### config.mk
export PLATFORM = sky130hd
export DESIGN_NAME = seq_ctrl
export DESIGN_NICKNAME = d
export VERILOG_FILES = /design/src/rtl/seq_pkg.sv /design/src/rtl/seq_flags.sv /design/src/rtl/seq_ctrl.sv
export SDC_FILE = /design/constraint.sdc
export NUM_CORES = 1
export LEC_CHECK = 0
export CAP_MARGIN = 20
export CORE_UTILIZATION = 44
export CTS_CLUSTER_SIZE = 14
export DETAILED_ROUTE_END_ITERATION = 8
export MAX_ROUTING_LAYER = met4
export PLACE_DENSITY = 0.77
export SLEW_MARGIN = 20
export SYNTH_ARGS = -nofsm -noshare
export SYNTH_HDL_FRONTEND = slang
export SYNTH_HIERARCHICAL = 1
export SYNTH_SLANG_ARGS = --single-unit
export TNS_END_PERCENT = 20
### constraint.sdc
create_clock -name clk_i -period 1.9 [get_ports clk_i]
set_input_delay 0.38 -clock clk_i [delete_from_list [all_inputs] [get_ports clk_i]]
set_output_delay 0.38 -clock clk_i [all_outputs]
set_load 0.02 [all_outputs]
### src/rtl/seq_pkg.sv
// -----------------------------------------------------------------------------
// seq_pkg
//  Shared definitions for the Sim-AC instruction sequencer:
//   - opcode constants OP_ADD .. OP_HLT (3-bit opcode field of the instruction)
//   - FSM state encoding S_FETCH / S_DECODE / S_EXEC / S_HALT (2 bits)
//   - is_jump(op):      opcode drives the branch unit (JMP, JZ, JC)
//   - writes_flags(op): opcode loads Z/C from the ALU (ADD, SUB, LDA)
// -----------------------------------------------------------------------------
package seq_pkg;

  localparam logic [2:0] OP_ADD = 3'b000;
  localparam logic [2:0] OP_SUB = 3'b001;
  localparam logic [2:0] OP_LDA = 3'b010;
  localparam logic [2:0] OP_STA = 3'b011;
  localparam logic [2:0] OP_JMP = 3'b100;
  localparam logic [2:0] OP_JZ  = 3'b101;
  localparam logic [2:0] OP_JC  = 3'b110;
  localparam logic [2:0] OP_HLT = 3'b111;

  localparam logic [1:0] S_FETCH  = 2'd0;
  localparam logic [1:0] S_DECODE = 2'd1;
  localparam logic [1:0] S_EXEC   = 2'd2;
  localparam logic [1:0] S_HALT   = 2'd3;

  function automatic logic is_jump(input logic [2:0] op);
    return (op == OP_JMP) || (op == OP_JZ) || (op == OP_JC);
  endfunction

  // Jumps never write flags, so a flag update and a branch can never
  // coincide in one EXEC cycle.
  function automatic logic writes_flags(input logic [2:0] op);
    return (op == OP_ADD) || (op == OP_SUB) || (op == OP_LDA);
  endfunction

endpackage

### src/rtl/seq_flags.sv
// -----------------------------------------------------------------------------
// seq_flags
//  Z/C flag register with a shared write enable.
//  Ports:
//   clk_i   in  clock, rising edge
//   rst_ni  in  synchronous active-low reset, clears both flags
//   we_i    in  load z_i/c_i this cycle
//   z_i     in  next Z value
//   c_i     in  next C value
//   z_o     out registered Z flag
//   c_o     out registered C flag
// -----------------------------------------------------------------------------
module seq_flags (
  input  logic clk_i,
  input  logic rst_ni,
  input  logic we_i,
  input  logic z_i,
  input  logic c_i,
  output logic z_o,
  output logic c_o
);

  logic z_q, z_d;
  logic c_q, c_d;

  always_comb begin
    z_d = z_q;
    c_d = c_q;
    if (we_i) begin
      z_d = z_i;
      c_d = c_i;
    end
  end

  always_ff @(posedge clk_i) begin
    if (!rst_ni) begin
      z_q <= 1'b0;
      c_q <= 1'b0;
    end else begin
      z_q <= z_d;
      c_q <= c_d;
    end
  end

  assign z_o = z_q;
  assign c_o = c_q;

endmodule

### src/rtl/seq_ctrl.sv
// -----------------------------------------------------------------------------
// seq_ctrl
//  Instruction sequencer for the Sim-AC core. Owns the PC, instruction
//  register and (through seq_flags) the Z/C flags, and runs a
//  FETCH -> DECODE -> EXEC -> FETCH loop, with HLT parking the FSM in HALT
//  until reset. The external branch unit sees op/flags/ctrl_jmp and returns
//  its taken decision on branch_i within the same cycle.
//
//  Optional feature macro: SEQ_STATS_EN
//   defined   -> taken_cnt_o / not_taken_cnt_o saturating branch counters
//   undefined -> those ports and counters are absent
//
//  Ports:
//   clk_i            in   clock, rising edge
//   rst_ni           in   synchronous active-low reset
//   instr_i          in   {op[2:0], addr[ADDR_W-1:0]} from instruction memory
//   instr_valid_i    in   instr_i valid this cycle
//   fetch_req_o      out  fetch request, address on pc_o
//   pc_o             out  program counter
//   alu_z_i          in   ALU zero result for the current EXEC
//   alu_c_i          in   ALU carry result for the current EXEC
//   op_o             out  IR opcode (valid DECODE through EXEC)
//   flag_z_o         out  registered Z flag
//   flag_c_o         out  registered C flag
//   ctrl_jmp_o       out  EXEC of JMP/JZ/JC
//   branch_i         in   branch unit decision
//   halted_o         out  high in HALT
//   taken_cnt_o      out  taken-branch count (SEQ_STATS_EN)
//   not_taken_cnt_o  out  not-taken-branch count (SEQ_STATS_EN)
// -----------------------------------------------------------------------------
module seq_ctrl
  import seq_pkg::*;
#(
  parameter int ADDR_W = 5,
  parameter int CNT_W  = 8
) (
  input  logic              clk_i,
  input  logic              rst_ni,
  input  logic [ADDR_W+2:0] instr_i,
  input  logic              instr_valid_i,
  output logic              fetch_req_o,
  output logic [ADDR_W-1:0] pc_o,
  input  logic              alu_z_i,
  input  logic              alu_c_i,
  output logic [2:0]        op_o,
  output logic              flag_z_o,
  output logic              flag_c_o,
  output logic              ctrl_jmp_o,
  input  logic              branch_i,
  output logic              halted_o
`ifdef SEQ_STATS_EN
  ,
  output logic [CNT_W-1:0]  taken_cnt_o,
  output logic [CNT_W-1:0]  not_taken_cnt_o
`endif
);

  localparam int IW = ADDR_W + 3;
  localparam logic [ADDR_W-1:0] PC_ONE  = 1;
  localparam logic [CNT_W-1:0]  CNT_ONE = 1;

  // Saturating increment: holds at all-ones instead of wrapping.
  function automatic logic [CNT_W-1:0] sat_inc(input logic [CNT_W-1:0] v);
    return (&v) ? v : v + CNT_ONE;
  endfunction

  logic [1:0]        state_q, state_d;
  logic [ADDR_W-1:0] pc_q, pc_d;
  logic [IW-1:0]     ir_q, ir_d;

  logic [2:0]        ir_op;
  logic [ADDR_W-1:0] ir_addr;
  logic              in_exec;
  logic              jmp_exec;
  logic              take;
  logic              flags_we;

  assign ir_op    = ir_q[IW-1 -: 3];
  assign ir_addr  = ir_q[ADDR_W-1:0];
  assign in_exec  = (state_q == S_EXEC);
  assign jmp_exec = in_exec && is_jump(ir_op);
  // branch_i is only honoured while ctrl_jmp_o is asserted.
  assign take     = jmp_exec && branch_i;
  assign flags_we = in_exec && writes_flags(ir_op);

  always_comb begin
    state_d = state_q;
    pc_d    = pc_q;
    ir_d    = ir_q;
    case (state_q)
      S_FETCH: begin
        if (instr_valid_i) begin
          ir_d    = instr_i;
          state_d = S_DECODE;
        end
      end
      S_DECODE: begin
        state_d = (ir_op == OP_HLT) ? S_HALT : S_EXEC;
      end
      S_EXEC: begin
        pc_d    = take ? ir_addr : pc_q + PC_ONE;
        state_d = S_FETCH;
      end
      default: begin
        state_d = S_HALT;
      end
    endcase
  end

  always_ff @(posedge clk_i) begin
    if (!rst_ni) begin
      state_q <= S_FETCH;
      pc_q    <= '0;
      ir_q    <= '0;
    end else begin
      state_q <= state_d;
      pc_q    <= pc_d;
      ir_q    <= ir_d;
    end
  end

  seq_flags u_flags (
    .clk_i  (clk_i),
    .rst_ni (rst_ni),
    .we_i   (flags_we),
    .z_i    (alu_z_i),
    .c_i    (alu_c_i),
    .z_o    (flag_z_o),
    .c_o    (flag_c_o)
  );

  assign fetch_req_o = (state_q == S_FETCH);
  assign pc_o        = pc_q;
  assign op_o        = ir_op;
  assign ctrl_jmp_o  = jmp_exec;
  assign halted_o    = (state_q == S_HALT);

`ifdef SEQ_STATS_EN
  logic [CNT_W-1:0] taken_q, taken_d;
  logic [CNT_W-1:0] ntaken_q, ntaken_d;

  always_comb begin
    taken_d  = taken_q;
    ntaken_d = ntaken_q;
    if (jmp_exec) begin
      if (branch_i) taken_d  = sat_inc(taken_q);
      else          ntaken_d = sat_inc(ntaken_q);
    end
  end

  always_ff @(posedge clk_i) begin
    if (!rst_ni) begin
      taken_q  <= '0;
      ntaken_q <= '0;
    end else begin
      taken_q  <= taken_d;
      ntaken_q <= ntaken_d;
    end
  end

  assign taken_cnt_o     = taken_q;
  assign not_taken_cnt_o = ntaken_q;
`endif

endmodule

After elaboration in Yosys (flattened, before gate mapping)

Cells that the tools add are included.

$add $sub $neg: 1
Eq/ne operators: 10
Mux-type cells: 4
Reduce and logical (&&, ||, !) cells: 10

Operators by type and width:

| operator            | count |
|---|---|
| $eq 3x3->1 const B  | 4 |
| $pmux 2 s3          | 1 |
| $add 5x1->5 const B | 1 |
| $mux 5              | 1 |
| $eq 2x2->1 const B  | 2 |
| $logic_or 1x1->1    | 4 |
| $eq 3x1->1 const B  | 1 |
| $eq 3x2->1 const B  | 1 |
| $logic_and 1x1->1   | 3 |
| $logic_not 3->1     | 1 |
| $eq 2x1->1 const B  | 1 |
| $logic_not 2->1     | 1 |
| $mux 2              | 1 |
| $ne 2x2->1 const B  | 1 |
| $reduce_and 2->1    | 1 |
| $mux 1              | 1 |

Flip-flop bits (word level): 17
Output and inout bits: 13
Logic and storage cells: 30

Logic depth before layout (Yosys ltp)

Depth after elaboration: 6
Mapped depth: 5
Gate-level depth less buffers: 5

By module

Netlist, hierarchy kept.

Modules (own cells, without submodules):

| module    | instances | cells an instance | area an instance (um2) |
|---|---|---|---|
| seq_ctrl  | 1         | 81                | 743.2 |
| seq_flags | 1         | 6                 | 72.6 |

Least setup slack after synthesis

No wires, ideal clock.

Path kind: register -> register
From: register state_q[0]
To: register u_flags.c_q (netlist: u_flags/c_o)
Arrival: 1221 ps
Data required time: 1784 ps
Slack: 563 ps
Cell stages (with the launch flop): 6
Buffers on the path: 1
Clock period less this slack: 1337 ps
Cells stage by stage: dfxtp_1 > nand2b_1 > buf_6 > a211oi_1 > mux2i_1 > nor2b_1

Cells in the longest elaborated chain, start to end: 2

Ends and longest elaborated chain:

| element                  | line            | RTL |
|---|---|---|
| start: declaration       | seq_ctrl.sv:67  | `logic [1:0] state_q, state_d;` |
| start signal: assignment | seq_ctrl.sv:116 | `state_q <= state_d;` |
| $eq 2x2->1               | seq_ctrl.sv:80  | `assign in_exec = (state_q == S_EXEC);` |
| $logic_and 1x1->1        | seq_ctrl.sv:84  | `assign flags_we = in_exec && writes_flags(ir_op);` |
| via flags_we             | seq_ctrl.sv:76  | `logic flags_we;` |
| end signal: assignment   | seq_flags.sv:38 | `c_q <= 1'b0;` |
| end signal: assignment   | seq_flags.sv:41 | `c_q <= c_d;` |
| end: declaration         | seq_flags.sv:24 | `logic c_q, c_d;` |

The timed path passes the listed nets, and every way through them passes these cells.
A chain may end at the register's enable or synchronous reset.

Worst setup path in the final report

From: register state_q[1]
To: output halted_o

Cells in the longest elaborated chain, start to end: 1

Ends and longest elaborated chain:

| element          | line            | RTL |
|---|---|---|
| $eq 2x2->1       | seq_ctrl.sv:136 | `assign halted_o = (state_q == S_HALT);` |
| end: declaration | seq_ctrl.sv:50  | `output logic halted_o` |

Every way passes these cells.

==> metrics.cfg <==
[outcome]
status = finished, final reports clean

[sta]
fin_setup_tns_ps = 0
slew_viol_final = 0
setup_viol = 0
tightest_slew_ps = 498.7
max_freq_ghz = 0.5629
finalWorstSetupSlack_ps = 123.5
hold_ws_ps = 523.4
skew_ps = 1.235
min_period_ps = 1776
max_slew_margin_pct = 66.65
hold_viol_final = 0
period_share_pct = 93.50
rsz0062_at_grt = false

[detailed_routing]
drt-met1-wl_um = 729
vias_per_cell = 4.848
wire_per_inst_um = 12.09
vias = 669
wl_um = 1669
wl_met3_um = 78
wl_met2_um = 851
drcViolationCount = 0
top_layer = met4
detail-route-antenna-nets = 0
drt-pass1-iter-count = 4
drtIter0Drc = 10

[critical_path]
timing.rr.end = u_flags/c_o
critical_path_peak_fanout = 6
r2r_slack_ps = 430
crit_required_ps = 1520
critical_path_arrival_ps = 1400
crit_path_end_kind = primary output
critPathKind = flop to primary output
ff2ff_path_depth = 5
r2r_start = state_q[0]
cp-start-kind = flop

[logic_synthesis]
postSynthCellCount = 87
synthFlopType = dfxtp_1
synth_area_per_cell_um2 = 9.377
synth_edf_count = 0
synth.largest_area_cell = dfxtp_1
synth_area_leaders = dfxtp_1, mux2i_1, nor2b_1
synth_top_area_share_pct = 41.72
ys_warn_count = 6
yosysMostFrequentCell = dfxtp_1
ys_seq_area_share_pct = 41.72
ys_async_sr_fraction_pct = 0
netlist_top_cells_count = dfxtp_1, nor2b_1, mux2i_1
syn-cell-area_um2 = 815.8
ys_types = 30
ys_ff_latch = 17
synth.net_count = 102

[place]
dp_slack_ps = 185.1
dp_hpwl_um = 1249
gp_congestion = 0.7238
io_buffers = 26
dpl-instance-area_mm2 = 0.001080

[clock_network]
clock-root-buffer = clkbuf_4
cts_tree = done
path_clk_slew_ps = 90
cts_buffers = 3
clk_path_buf_depth = 2
cts_sinks = 17
htree_levels = 1
cts_setup_buffers = 0
insertion_delay_ps = 280

[power_and_ir_drop]
intPower_uw = 532.5
vdd_drop_max_uv = 652.3
p_sw_share_pct = 24.85
power_frac_seq_pct = 55.2
power_density_mw_per_mm2 = 639.8
clkPwrFrac_pct = 26.2
power.switching_uw = 176.1
combPwrFrac_pct = 18.7
p_leak_nw = 0.4047

[global_routing]
grt-ovfl-total = 0
grt_pass1_vias = 625
grt_pass1_wl_um = 2822
grt_usage_pct = 20.46
antenna_found_initial = 0
grt_max_degree = 18

[finish]
drive_above_1_share_pct = 12.39
nets = 129
fill_cells = 156
final_area_mm2 = 0.001107
n_antenna_cell = 0
syn2layout_area_growth_pct = 35.74

[floorplanning]
die_x_um = 45.06
die_h_um = 45.06
core_mm2 = 0.001727
row_count = 15
start_util_pct = 47.25
dieArea_mm2 = 0.002030
io_pins = 27

[hold_path]
hold_path_startpoint = pc_o[0]
hold-path-endpoint = pc_o[0]
holdPathStages = 2
hp-class = flop to flop

[run]
cap_violations = 0

==> cells in the final DEF, fill, tap and decap left out, drive strengths merged <==
master and instances:
nor3b 1, a21bo 1, or2 2, buf 2
o31ai 2, and2 4, nor2b 11, nand3 2
a31oi 1, nor3 4, ha 1, nor2 3
o21ai 4, inv 3, dfxtp 17, a31o 1
clkbuf 4, a21oi 4, a21boi 2, a211oi 1
or3 1, clkdlybuf4s50 25, and2b 1, nand2b 1
a22oi 2, mux2i 10, dlygate4sd2 1, nand2 2
==> metal layers <==
layer  GRT usage, %  vias to the layer above
met5              -                        -
met4          6.667                        0
met3          8.800                        2
met2          32.75                       13
met1          22.83                      304
li1               -                      350
==> worst max path at each step <==
stage               start          end  slack [ps]
6_report       state_q[1]     halted_o         120
5_1_grt           ir_q[7]   ctrl_jmp_o          50
3_5_place_dp      ir_q[7]   ctrl_jmp_o         190
2_1_floorplan  state_q[0]  u_flags/c_o         560
3_3_place_gp      ir_q[7]   ctrl_jmp_o         210
4_1_cts        state_q[1]     halted_o          50
==> worst max-delay path, stage by stage (launching register included) <==
cell	delay [ps]
dfxtp_2	380
and2_2	150
clkdlybuf4s50_1	590
==> through the flow <==
stage	power [mW]	instances	utilization, %
after global placement	0.5282	134	62.54
final	0.7085	138	64.13
after detailed placement	0.5314	134	62.54
after floorplan	0.4737	87	-
after global routing	0.7565	138	64.13
after CTS	0.7206	138	63.99
==> flip-flops by register name, indices dropped and copies added, names as in the netlist <==
signal and count:
ir_q 8, pc_o 5, state_q 2, u_flags/c_o 1, u_flags/z_o 1
==> what timing repair did <==
| action | 4_1_cts | 5_1_grt |
|---|---|---|
| setup endpoints to repair | 1 | 1 |
| hold buffers | 0 | 0 |
| resized for setup | 1 | 2 |
| pin swaps | 0 | 0 |
| gates cloned | 0 | 0 |
| hold endpoints to repair | 0 | 0 |
==> layout make-up <==
type / count / area [um^2] / area share (%)
sequential: 17 / 342.8 / 30.96
multi-input combinational: 61 / 421.7 / 38.08
timing repair buffer: 28 / 274.0 / 24.75
tap: 25 / 31.28 / 2.825
clock buffer: 4 / 26.28 / 2.373
inverter: 3 / 11.26 / 1.017
==> power groups by stage <==
stage	Combinational, mW	Clock, mW	Sequential (mW)
after floorplan	0.0733	0	0.400
after global routing	0.144	0.218	0.394
after CTS	0.133	0.197	0.390
final	0.132	0.185	0.391
after detailed placement	0.133	0	0.399
after global placement	0.131	0	0.397
==> cells by family after synthesis <==
group / count (synthesis) / share of synthesized area, %
AO/OA/AOI/OAI: 18 / 14.42
adder cells (fa/ha/maj): 1 / 1.533
buffers and inverters: 9 / 6.594
flip-flops: 17 / 41.72
multiplexers: 10 / 12.27
AND/OR/NAND/NOR: 32 / 23.47
Power figures use the tool's default switching activity.
==> RTL change 1 (config.mk and constraints unchanged) <==
`ADDR_W`: 5 -> 6.
--- a/src/rtl/seq_ctrl.sv
+++ b/src/rtl/seq_ctrl.sv
@@ -33,3 +33,3 @@
 #(
-  parameter int ADDR_W = 5,
+  parameter int ADDR_W = 6,
   parameter int CNT_W  = 8
Interface: changed (resized instr_i and pc_o); port bits go from 27 to 29. The function was not compared with the original's and may differ.
==> RTL change 1 against the original RTL <==
  * Die area grew 9.4%
  * Wire length grew 7.1%
  * Utilization grew 3.5 points
  * Sequential cell count grew 2
  * Power grew 9.6%
  * Count of clock-buffer cells in the layout shrank 1
  * Synthesized area grew 9.8%
  * Sequential power grew 11%
  * Cell area grew 11%
  * Maximum frequency shrank 3.4%
  * Worst setup slack lost 0.063 ns
  * Non-clock buffer count grew 6
  * Critical path type unchanged
  * Critical endpoint is now fetch_req_o
  * Largest cell class unchanged
  * Largest power group unchanged
==> RTL change 1: results (changes against the original RTL) <==
INFO  metric grt_first_pass_wirelength = 2930 um (+3.6%)
INFO  metric groute.usage.overall = 20.0% (-0.46 points)
INFO  metric synth_xor_xnor_area_share = 2.93% (+2.9 points)
INFO  metric met1_usage = 26.7% (+3.8 points)
INFO  metric nets = 139 (+7.8%)
INFO  metric drt-met1-wl = 821 um (+13%)
INFO  metric worst_setup_path_endpoint = fetch_req_o
INFO  metric cts-resized-gates = 2 (+1)
INFO  metric gp_congestion = 0.736 (+1.7%)
INFO  metric grt.met2_usage = 29.7% (-3.0 points)
INFO  metric status = completed
INFO  metric fillers = 159 (+1.9%)
INFO  metric worst-path-max-fanout = 5 (-1)
INFO  metric detailroute.via_count = 736 (+10%)
INFO  metric p_leak = 0.524 nW (+29%)
INFO  metric initialDrtViolationCount = 8 (-2)
INFO  metric clk_pin_slew_worst_paths = 0.11 ns (+0.02 ns)
INFO  metric half_perimeter_wire_length_after_placement = 1320 um (+6.0%)
INFO  metric io_buffer_count = 28 (+7.7%)
INFO  metric largest_reg_flops = 9 (+1)
INFO  metric wl_per_cell = 12.2 um (+0.57%)
INFO  metric synth_area_leaders = dfxtp_1 42%, mux2i_1 15%, nor2b_1 9.1%
INFO  metric synth_compound_gate_area_share = 8.10% (-6.3 points)
INFO  metric synth_seq_area_share = 42.5% (+0.74 points)
INFO  metric gr-usage-met3 = 2.31% (-6.5 points)
INFO  metric worst_slew_margin_rel = 64.4% (-2.3 points)
INFO  metric post_route_cells_drive_above_1_share = 11.5% (-0.91 points)
INFO  metric met3_length = 77 um (-1.3%)
INFO  metric synth_fa_ha_area_share = 1.40% (-0.14 points)
INFO  metric reg2reg_slack = 0.54 ns (+0.11 ns)
INFO  metric grt_pass1_vias = 643 (+2.9%)
INFO  metric worst_ep_arrival_time = 1.46 ns (+0.06 ns)
INFO  metric vdd_drop_max = 431 uV (-34%)
INFO  metric routed-wl-met2 = 846 um (-0.59%)
INFO  metric holdCritStartpoint = ir_q[4]
INFO  metric worst_clock_skew = 0.00387 ns (+0.00263 ns)
INFO  metric netlist_top_cells_count = 19 x dfxtp_1, 13 x mux2i_1, 13 x nor2b_1
[RTL change 1: changes by cell type after synthesis, sizes merged, moves of 3 or more]
cell   unedited run  this run
nor3              4         0
inv               3         0
mux2i            10        13
nor2b            11        14
xor2              0         3
nand2             2         8
[RTL change 1: area by class of cell]
type / instances / area [um2] / area share (%)
clock buffers: 3 / 22.5 / 1.83
flip-flops and latches: 19 / 382 / 31.0
clock inverters: 1 / 5.00 / 0.407
multi-input cells: 65 / 464 / 37.7
repair buffers: 34 / 327 / 26.5
well taps: 25 / 31.3 / 2.54
[RTL change 1: metrics by stage]
stage          instance area [um2]  hold WS, ns  utilization (%)  worst slack [ns]  instances
2_1_floorplan                  896        0.457                -             0.584         92
3_3_place_gp                  1200        0.473             66.0             0.291        143
3_5_place_dp                  1200        0.479             66.0             0.278        143
4_1_cts                       1230        0.495             67.5           0.00682        147
5_1_grt                       1230        0.517             67.6            0.0209        147
6_report                      1230        0.489             67.6            0.0607        147
[RTL change 1: power by group]
part | leakage [nW] | internal (mW) | switching (mW) | total (mW)
registers | 0.155 | 0.417 | 0.0158 | 0.433
logic | 0.351 | 0.0807 | 0.0540 | 0.135
clock network | 0.0177 | 0.0786 | 0.130 | 0.209
[RTL change 1: worst register-to-register path: cells and delay by family, from the launching register on]
| family | cells | cell delay, ns |
|---|---|---|
| flip-flops | 1 | 0.35 |
| AO/OA/AOI/OAI | 1 | 0.27 |
| buffers and inverters | 1 | 0.17 |
| AND/OR/NAND/NOR | 3 | 0.46 |
[RTL change 1: logic make-up after synthesis]
logic type                 count (synthesis)
and+or+nand+nor                           37
DFF                                       19
muxes                                     13
AOI/OAI and AO/OA                         11
buffers and inverters                      8
xor gates and xnor gates                   3
adders and majority gates                  1
==> RTL change 2 (same flow settings) <==
Made on the original files. Put a register stage on the outputs `fetch_req_o`, `op_o`, `ctrl_jmp_o` and `halted_o`, cleared by the reset. The values now appear one clock later. The other outputs are not delayed to match.
--- a/src/rtl/seq_ctrl.sv
+++ b/src/rtl/seq_ctrl.sv
@@ -131,7 +131,16 @@
 
-  assign fetch_req_o = (state_q == S_FETCH);
   assign pc_o        = pc_q;
-  assign op_o        = ir_op;
-  assign ctrl_jmp_o  = jmp_exec;
-  assign halted_o    = (state_q == S_HALT);
+  always_ff @(posedge clk_i) begin
+    if (!rst_ni) begin
+      fetch_req_o <= '0;
+      op_o        <= '0;
+      ctrl_jmp_o  <= '0;
+      halted_o    <= '0;
+    end else begin
+      fetch_req_o <= (state_q == S_FETCH);
+      op_o        <= ir_op;
+      ctrl_jmp_o  <= jmp_exec;
+      halted_o    <= (state_q == S_HALT);
+    end
+  end
 
Behaviour: not the same (Yosys sat finds a counterexample within 4 cycles, from zero or initial values and one cycle with rst_ni low).
==> RTL change 2 against the original RTL <==
  * Register-to-register slack better by 0.18 ns
  * Synthesized cell count is 9.2% higher
  * Synthesized area is 9.2% higher
  * Die area up 8.8%
  * Clock power is 25% higher
  * Sequential cell count grew 6
  * Global-route usage grew 0.19 points
  * Clock skew rose by 0.014 ns
  * Worst setup slack better by 0.00065 ns
  * Cell area increased by 10%
  * Power rose by 25%
  * Wire length up 15%
  * Critical endpoint is now pc_o[2]
==> RTL change 2: results (changes against the original RTL) <==
INFO  metric wl_per_cell = 12.7 um (+5.2%)
INFO  metric clk_pin_slew_worst_paths = 0.13 ns (+0.04 ns)
INFO  metric fin_worst_hold_slack = 0.491 ns (-0.0328 ns)
INFO  metric grt_max_degree = 13 (-5)
INFO  metric cts_inserted_buffers = 3 (unchanged)
INFO  metric ys_async_sr_fraction = 0% (unchanged)
INFO  metric detailed_place.area = 1190 um2 (+11%)
INFO  metric synth_seq_area_share = 51.7% (+10 points)
INFO  metric timing.max_cap.violations = 0 (unchanged)
INFO  metric p_leak = 0.491 nW (+21%)
INFO  metric grt_first_pass_wirelength = 3020 um (+7.1%)
INFO  metric preCtsSetupSlack = 0.318 ns (+0.133 ns)
INFO  metric cts-resized-gates = 0 (-1)
INFO  metric groute.usage.overall = 20.7% (+0.19 points)
INFO  metric timing.reg2reg.worst_path_depth = 5 (unchanged)
INFO  metric holdCritStartpoint = ir_q[1]
INFO  metric synth.yosys.warnings = 6 (unchanged)
INFO  metric fillers = 159 (+1.9%)
INFO  metric worst_ep_arrival_time = 1.40 ns (about the same)
INFO  metric grt_pass1_vias = 700 (+12%)
INFO  metric synth_area_leaders = dfxtp_1 52%, mux2i_1 10%, a21oi_1 3.9%
INFO  metric insertion_delay = 0.32 ns (+0.04 ns)
INFO  metric worst-path-max-fanout = 5 (-1)
INFO  metric cts.path.max_buffers = 2 (unchanged)
INFO  metric cp_slowest_stage_delay = 0.64 ns (+0.05 ns)
INFO  metric worst_clock_skew = 0.0150 ns (+0.0137 ns)
INFO  metric gp_congestion = 0.831 (+15%)
INFO  metric cpMaxStageDelayCell = clkdlybuf4s50_1
INFO  metric drtPass1Iterations = 4 (unchanged)
INFO  metric worst_slew_margin_rel = 78.8% (+12 points)
INFO  metric grt_antenna_before_repair = 0 (unchanged)
INFO  metric status = completed
INFO  metric final-instance-count-excl-fill = 151 (+9.4%)
INFO  metric initialDrtViolationCount = 16 (+6)
INFO  metric post_route_cells_drive_above_1_share = 8.73% (-3.7 points)
INFO  metric hp-class = flop to flop
INFO  metric half_perimeter_wire_length_after_placement = 1420 um (+14%)
INFO  metric synthesis.area_per_instance = 9.38 um2 (about the same)
INFO  metric nets = 142 (+10%)
INFO  metric hold-path-endpoint = pc_o[1]
INFO  metric vdd_drop_max = 472 uV (-28%)
INFO  metric reg2reg_from = state_q[1]
INFO  metric net_count_of_the_mapped_netlist = 110 (+7.8%)
INFO  metric synth_cell_types = 26 (-13%)
INFO  metric regToRegEndpoint = u_flags/z_o
INFO  metric reg2reg_slack = 0.61 ns (+0.18 ns)
INFO  metric netlist_top_cells_count = 23 x dfxtp_1, 9 x mux2i_1, 9 x nand2_1, 9 x nor2_1, 7 x a21oi_1
INFO  metric via_per_inst = 5.26 (+8.5%)
-- RTL change 2: changes by cell type after synthesis, moves of 3 or more --
cell	delta
dfxtp_1	+6
o22ai_1	+3
nand2_1	+7
nor2b_1	-7
nor2_1	+6
a21oi_1	+3
nor3_1	-3
-- RTL change 2: metal layers --
layer,global-route usage [%],wire length (um),up-vias
li1,-,-,387
met1,23.6,886,369
met4,12.0,45,0
met2,34.4,894,33
met5,-,0,-
met3,2.69,94,5
-- RTL change 2: power by group --
part	internal, mW	switching, mW
Sequential	0.506	0.0213
Clock	0.0822	0.149
Combinational	0.0695	0.0557
-- RTL change 2: cells by family after synthesis --
logic type	Yosys count	share of synthesized area [%]
and+or+nand+nor	36	20.9
buffers and inverters	7	3.37
DFF	23	51.7
AOI/OAI and AO/OA	19	12.5
muxes	9	10.1
adders and majority gates	1	1.40
-- RTL change 2: layout make-up --
type	instances	area, um2	share of cell area [%]
clock buffers	4	26.3	2.15
well taps	25	31.3	2.56
multi-input cells	65	400	32.8
repair buffers	29	283	23.2
inverters	5	18.8	1.54
flip-flops and latches	23	460	37.7
-- RTL change 2: tightest hold or removal path: stages, from the launching register on --
cell and delay (ns):
dfxtp_1 0.34, nand2_1 0.06, a31oi_1 0.07
-- RTL change 2: worst max-delay path by stage --
stage | from | slack (ns) | depth (start not counted) | to
final | pc_o[2] | 0.12 | 1 | pc_o[2]
after CTS | pc_o[2] | 0.14 | 1 | pc_o[2]
after global routing | pc_o[2] | 0.09 | 1 | pc_o[2]
after floorplan | state_q[1] | 0.59 | 5 | u_flags/c_o
after detailed placement | instr_valid_i | 0.32 | 5 | ir_q[1]
after global placement | instr_valid_i | 0.36 | 5 | ir_q[2]
